**config.mk**
```make
export PLATFORM = sky130hd
export DESIGN_NAME = ps2_key_queue
export DESIGN_NICKNAME = d
export VERILOG_FILES = /design/src/rtl/ps2_key_queue.sv
export SDC_FILE = /design/constraint.sdc
export NUM_CORES = 1
export LEC_CHECK = 0
export CAP_MARGIN = 0
export CORE_AREA = 2 2 127 129
export CTS_CLUSTER_DIAMETER = 200
export DETAILED_ROUTE_END_ITERATION = 8
export DIE_AREA = 0 0 129 131
export PLACE_DENSITY = 0.55
export SYNTH_ARGS = -nofsm -noshare
export SYNTH_HDL_FRONTEND = slang
export SYNTH_SLANG_ARGS = --single-unit
```
**constraint.sdc**
```tcl
create_clock -name clk_sys -period 8.4 [get_ports clk_sys]
set_clock_uncertainty 0.15 [all_clocks]
set_input_delay 0.84 -clock clk_sys [delete_from_list [all_inputs] [get_ports clk_sys]]
set_output_delay 0.84 -clock clk_sys [all_outputs]
set_load 0.02 [all_outputs]
```
**src/rtl/ps2_key_queue.sv**
```systemverilog
// PS/2 key event queue: detects HPS key toggles, buffers events in a FIFO and
// replays them as rate-limited key_ready strobes.
module ps2_key_queue #(
  parameter int unsigned DEPTH      = 8,
  parameter int unsigned GAP_CYCLES = 16
) (
  input  logic                     clk_sys,
  input  logic                     reset_n,
  input  logic [10:0]              ps2_key,
  input  logic                     flush,
  output logic                     key_ready,
  output logic                     key_stroke,
  output logic [9:0]               key_code,
  output logic                     overflow,
  output logic [$clog2(DEPTH):0]   level
);

  localparam int unsigned AW = $clog2(DEPTH);
  localparam int unsigned LW = AW + 1;
  localparam int unsigned GW = (GAP_CYCLES > 2) ? $clog2(GAP_CYCLES) : 1;

  localparam logic [1:0] ST_IDLE = 2'd0;
  localparam logic [1:0] ST_EMIT = 2'd1;
  localparam logic [1:0] ST_GAP  = 2'd2;

  logic [1:0]    state_q,   state_d;
  logic [GW-1:0] gap_cnt_q, gap_cnt_d;
  logic [AW-1:0] wr_ptr_q,  wr_ptr_d;
  logic [AW-1:0] rd_ptr_q,  rd_ptr_d;
  logic [LW-1:0] level_q,   level_d;
  logic          overflow_q, overflow_d;
  logic          ready_q,   ready_d;
  logic          stroke_q,  stroke_d;
  logic [9:0]    code_q,    code_d;
  logic          prev_tog_q, prev_tog_d;
  logic          armed_q,   armed_d;

  logic [9:0]    mem_q [DEPTH];

  logic          event_c;
  logic          full_c;
  logic          gap_done_c;
  logic          pop_c;
  logic          push_c;
  logic          drop_c;
  logic [9:0]    entry_c;
  logic [9:0]    head_c;

  // Entry layout: {break, extended, scancode}
  assign entry_c    = {~ps2_key[9], ps2_key[8], ps2_key[7:0]};
  assign head_c     = mem_q[rd_ptr_q];
  assign event_c    = armed_q && (ps2_key[10] != prev_tog_q);
  assign full_c     = (level_q == LW'(DEPTH));
  assign gap_done_c = (state_q == ST_GAP) && (gap_cnt_q == '0);

  // An expiring GAP falls through IDLE on the same edge so strobes stay exactly GAP_CYCLES apart
  assign pop_c  = !flush && (level_q != '0) && ((state_q == ST_IDLE) || gap_done_c);
  assign push_c = !flush && event_c && (!full_c || pop_c);
  assign drop_c = !flush && event_c && full_c && !pop_c;

  // Next-state logic for queue, output FSM and edge detector
  always_comb begin
    state_d    = state_q;
    gap_cnt_d  = gap_cnt_q;
    wr_ptr_d   = wr_ptr_q;
    rd_ptr_d   = rd_ptr_q;
    level_d    = level_q + LW'(push_c) - LW'(pop_c);
    overflow_d = overflow_q | drop_c;
    ready_d    = 1'b0;
    stroke_d   = stroke_q;
    code_d     = code_q;
    prev_tog_d = ps2_key[10];
    armed_d    = 1'b1;

    if (push_c) begin
      wr_ptr_d = wr_ptr_q + AW'(1);
    end

    case (state_q)
      ST_IDLE: begin
        state_d = ST_IDLE;
      end
      ST_EMIT: begin
        gap_cnt_d = GW'(GAP_CYCLES - 2);
        state_d   = ST_GAP;
      end
      ST_GAP: begin
        if (gap_cnt_q == '0) begin
          state_d = ST_IDLE;
        end else begin
          gap_cnt_d = gap_cnt_q - GW'(1);
        end
      end
      default: begin
        state_d = ST_IDLE;
      end
    endcase

    if (pop_c) begin
      rd_ptr_d = rd_ptr_q + AW'(1);
      ready_d  = 1'b1;
      stroke_d = head_c[9];
      code_d   = {1'b0, head_c[8:0]};
      state_d  = ST_EMIT;
    end

    if (flush) begin
      state_d    = ST_IDLE;
      gap_cnt_d  = '0;
      wr_ptr_d   = '0;
      rd_ptr_d   = '0;
      level_d    = '0;
      overflow_d = 1'b0;
      ready_d    = 1'b0;
    end
  end

  always_ff @(posedge clk_sys or negedge reset_n) begin
    if (!reset_n) begin
      state_q    <= ST_IDLE;
      gap_cnt_q  <= '0;
      wr_ptr_q   <= '0;
      rd_ptr_q   <= '0;
      level_q    <= '0;
      overflow_q <= 1'b0;
      ready_q    <= 1'b0;
      stroke_q   <= 1'b0;
      code_q     <= '0;
      prev_tog_q <= 1'b0;
      armed_q    <= 1'b0;
    end else begin
      state_q    <= state_d;
      gap_cnt_q  <= gap_cnt_d;
      wr_ptr_q   <= wr_ptr_d;
      rd_ptr_q   <= rd_ptr_d;
      level_q    <= level_d;
      overflow_q <= overflow_d;
      ready_q    <= ready_d;
      stroke_q   <= stroke_d;
      code_q     <= code_d;
      prev_tog_q <= prev_tog_d;
      armed_q    <= armed_d;
    end
  end

  // Storage needs no reset: level and pointers define which entries are live
  always_ff @(posedge clk_sys) begin
    if (push_c) begin
      mem_q[wr_ptr_q] <= entry_c;
    end
  end

  assign key_ready  = ready_q;
  assign key_stroke = stroke_q;
  assign key_code   = code_q;
  assign overflow   = overflow_q;
  assign level      = level_q;

endmodule

```
==> results.txt <==
----------------------------------------------------
[Status]
  Run status ... complete, no violations

[Clock tree]
  Max Buffers Root-to-Sink ... 2
  Total number of H-tree levels ... 3
  Clock buffer count from CTS ... 9
  Clock tree from TritonCTS ... yes
  Clock latency on the worst-skew pair ... between 0.3 and 0.4 ns
  Clk sinks ... between 100 and 150
  Root Buffer ... sky130_fd_sc_hd__clkbuf_16
  Clock slew at the register clock pins of the worst setup and hold paths ... ~0.070 ns
  Count of hold buffers inserted by post-cts repair ... 0
  Cells resized by post-CTS repair ... 0
  Setup bufs post-CTS ... 0

[Timing]
  Worst-Margin Slew ... around 1.2 ns
  Fmax achieved ... approximately 280 MHz
  Final setup violation count ... 0
  Summed negative setup slack over all endpoints ... 0 ns
  Final period util ... 0.432
  Count of final max-slew check failures ... 0
  Hold Vio Cnt, Final ... 0
  Max transition margin ... 0.200
  Unrepaired setup endpoints after global routing ... false
  Final critical path time including I/O delays and setup ... 3.63 ns

[Final layout]
  Filler Cell Count ... 1465
  Antenna Cells ... 0
  Total Nets Final ... around 340
  Final Non-Filler Cells ... around 530
  Commonest cells after routing, fill and taps aside ... sky130_fd_sc_hd__edfxtp_1 (80), sky130_fd_sc_hd__dfrtp_1 (30), sky130_fd_sc_hd__clkdlybuf4s50_1 (29)
  Finished Cell Area ... around 0.0054 sq mm
  Signed area change from the synthesized netlist to the final layout ... 19.7%
  Share of layout cells above drive strength 1 ... 0.168
  Most common library cell in the layout ignoring fill and taps ... sky130_fd_sc_hd__edfxtp_1

[Placement]
  Buffers added on ports ... 29
  Total instance count after detailed placement ... 516
  Placed wire-length estimate after detailed placement ... ~5500 um
  Final estimated routing congestion in global placement ... 0.716
  Area post-placement ... around 0.005 sq mm

[Global route]
  Initial antenna violation count ... 0
  First-pass GRT wire length ... approximately 14000 um
  Number of global-route vias before repair ... between 2000 and 3000
  Overflow left after global routing ... 0
  Global-route usage over all layers ... 0.113
  Pin count of the biggest net entering global routing ... 31

[Routing]
  Antenna-violating nets left ... 0
  Total iterations of the first detailed-routing run ... 4
  Post-DR wirelength/cell ... 16.1 um
  Remaining routing DRC violations ... 0
  Number of DRC violations after detailed-routing iteration 0 ... roughly 150
  Total detailed-routing wirelength ... about 8600 um
  Via count of the routed design ... ~2400
  Ratio of routed vias to standard cells ... around 4.4

[Yosys]
  Combined area of all synthesized cells ... between 0.004 and 0.005 sq mm
  Average cell area after synthesis ... between 15 and 20 sq um
  Sequential area share after synthesis ... 0.693
  Count of unique library cells instantiated by Yosys ... 43
  Number of synthesized register bits ... 110
  Post-Synthesis Cells ... 274
  Count of yosys warnings during synthesis ... 0
  Synthesized net count ... approximately 300

[Floorplan]
  Total core area ... between 0.015 and 0.02 sq mm
  Die Y ... 131 um
  Die span in x ... 129 um
  Starting Density ... 0.292
  Die Footprint ... around 0.017 sq mm
  # IOs ... 31
  Standard-cell rows ... 46

[Worst setup path]
  CP Data Required Time ... just over 8 ns
  Endpoint arrival time on the critical path ... about 3.5 ns
  Classification of the worst setup path ... in2reg
  Worst Setup End Kind ... register
  Worst Setup Start Kind ... input port
  Maximum net fanout on the critical path ... 27

[Pwr]
  Fraction of power spent switching nets ... 0.302
  Relative contribution of combinational cells to total power ... 0.279
  Total net switching power ... between 400 and 500 uW
  Clock network fraction of design power ... 0.284
  Worst voltage drop across the vdd grid ... 138 uV
  Sequential cell fraction of total power ... 0.437
  Leakage ... roughly 1.9 nW
  Power density over the cells ... 297 mW/mm^2
  Internal power component ... roughly 1.1 mW

[Run]
  Count of maximum capacitance violations ... 0

[Min path]
  Worst hold path type ... reg2reg

----------------------------------------------------
layout make-up:
type | instances | area (sq um) | area share
Timing Repair Buffer | 36 | 343 | 0.0629
Clock inverter | 7 | 103 | 0.0188
Sequential cell | 110 | 3150 | 0.579
Tap cell | 216 | 270 | 0.0496
Multi-Input combinational cell | 143 | 1310 | 0.240
Clock buffer | 9 | 225 | 0.0414
Inverter | 11 | 46.3 | 0.00850
flip-flops by register name, summed over array words and instances, names as in the netlist:
signal and count:
gap_cnt_q 4, key_code 9, armed_q 1, rd_ptr_q 3
state_q 2, level 4, overflow 1, key_stroke 1
prev_tog_q 1, wr_ptr_q 3, key_ready 1, mem_q 80
cells in the mapped netlist, drive strengths merged:
cell type	instances	area, sq um
inv	11	46.3
edfxtp	80	2400
ha	9	113
xnor2	3	26.3
a22oi	1	7.51
dfrtp	30	751
o221a	1	11.3
nand4b	1	8.76
mux4	20	450
mux2i	14	140
nor3b	2	26.3
nand3	3	15.0
o21ai	16	91.3
fa	1	20.0
or3	1	6.26
nand4	2	12.5
a32o	1	10.0
a21oi	5	25.0
o211ai	3	41.3
nor3	8	40.0
a21o	1	7.51
o2bb2ai	1	8.76
nor4b	2	17.5
nor2	17	66.3
o31ai	1	7.51
nand2	17	63.8
nor4	1	6.26
nand2b	3	18.8
or3b	2	20.0
nor2b	3	18.8
clkbuf	6	22.5
buf	4	27.5
and3	2	12.5
conb	2	7.51
metrics by stage:
stage / setup WS, ns / hold WS, ns / utilization / power [mW]
2_1_floorplan: 5.41 / 0.394 / - / 1.03
3_3_place_gp: 4.48 / 0.326 / 0.328 / 1.17
3_5_place_dp: 4.34 / 0.336 / 0.328 / 1.18
4_1_cts: 4.72 / 0.352 / 0.349 / 1.64
5_1_grt: 4.50 / 0.359 / 0.349 / 1.72
6_report: 4.77 / 0.341 / 0.349 / 1.62
cells by family after synthesis:
kind of cell,after synthesis,share of synthesized area
AO/OA/AOI/OAI,30,0.0462
buffers and inverters,21,0.0212
flip-flops,110,0.693
multiplexers,34,0.130
other,2,0.00165
adder cells (fa/ha/maj),10,0.0292
XOR/XNOR,3,0.00578
AND/OR/NAND/NOR,64,0.0732
power by group through the flow:
| stage | Combinational (mW) | Clock [mW] | Sequential [mW] |
|---|---|---|---|
| final | 0.451 | 0.460 | 0.708 |
| after global routing | 0.505 | 0.492 | 0.720 |
| after CTS | 0.461 | 0.472 | 0.710 |
| after detailed placement | 0.459 | 0 | 0.722 |
| after global placement | 0.451 | 0 | 0.720 |
| after floorplan | 0.292 | 0 | 0.735 |
path summary, 6_finish.rpt:
check,depth (start not counted),end,start,slack [ns]
max in group asynchronous,2,key_stroke$_DFFE_PN0N_,reset_n,7.07
hold reg to reg,2,key_code[8]$_DFFE_PN0N_,key_code[8]$_DFFE_PN0N_,0.34
setup reg to reg,7,mem_q[7][2]$_DFFE_PP_,gap_cnt_q[0]$_DFFE_PN0P_,5.22
setup / recovery,6,mem_q[7][2]$_DFFE_PP_,flush,4.77
hold / removal,2,key_code[8]$_DFFE_PN0N_,key_code[8]$_DFFE_PN0N_,0.34
min in group asynchronous,2,level[0]$_DFF_PN0_,reset_n,0.74
worst max-delay path, stage by stage:
cell and delay, ns:
sky130_fd_sc_hd__clkdlybuf4s50_1 0.69, sky130_fd_sc_hd__nor2_1 0.33, sky130_fd_sc_hd__o211ai_4 0.32, sky130_fd_sc_hd__inv_6 0.19, sky130_fd_sc_hd__o211ai_2 0.14, sky130_fd_sc_hd__nor2_1 0.93
routing by layer:
| metal | GRT usage | routed length, um | vias up |
|---|---|---|---|
| met4 | 0.0345 | 111 | 0 |
| met5 | 0 | 0 | - |
| met3 | 0.0383 | 319 | 10 |
| li1 | - | - | 1125 |
| met2 | 0.186 | 4140 | 39 |
| met1 | 0.142 | 3980 | 1191 |
No activity file was read; power rests on OpenSTA's default activity.
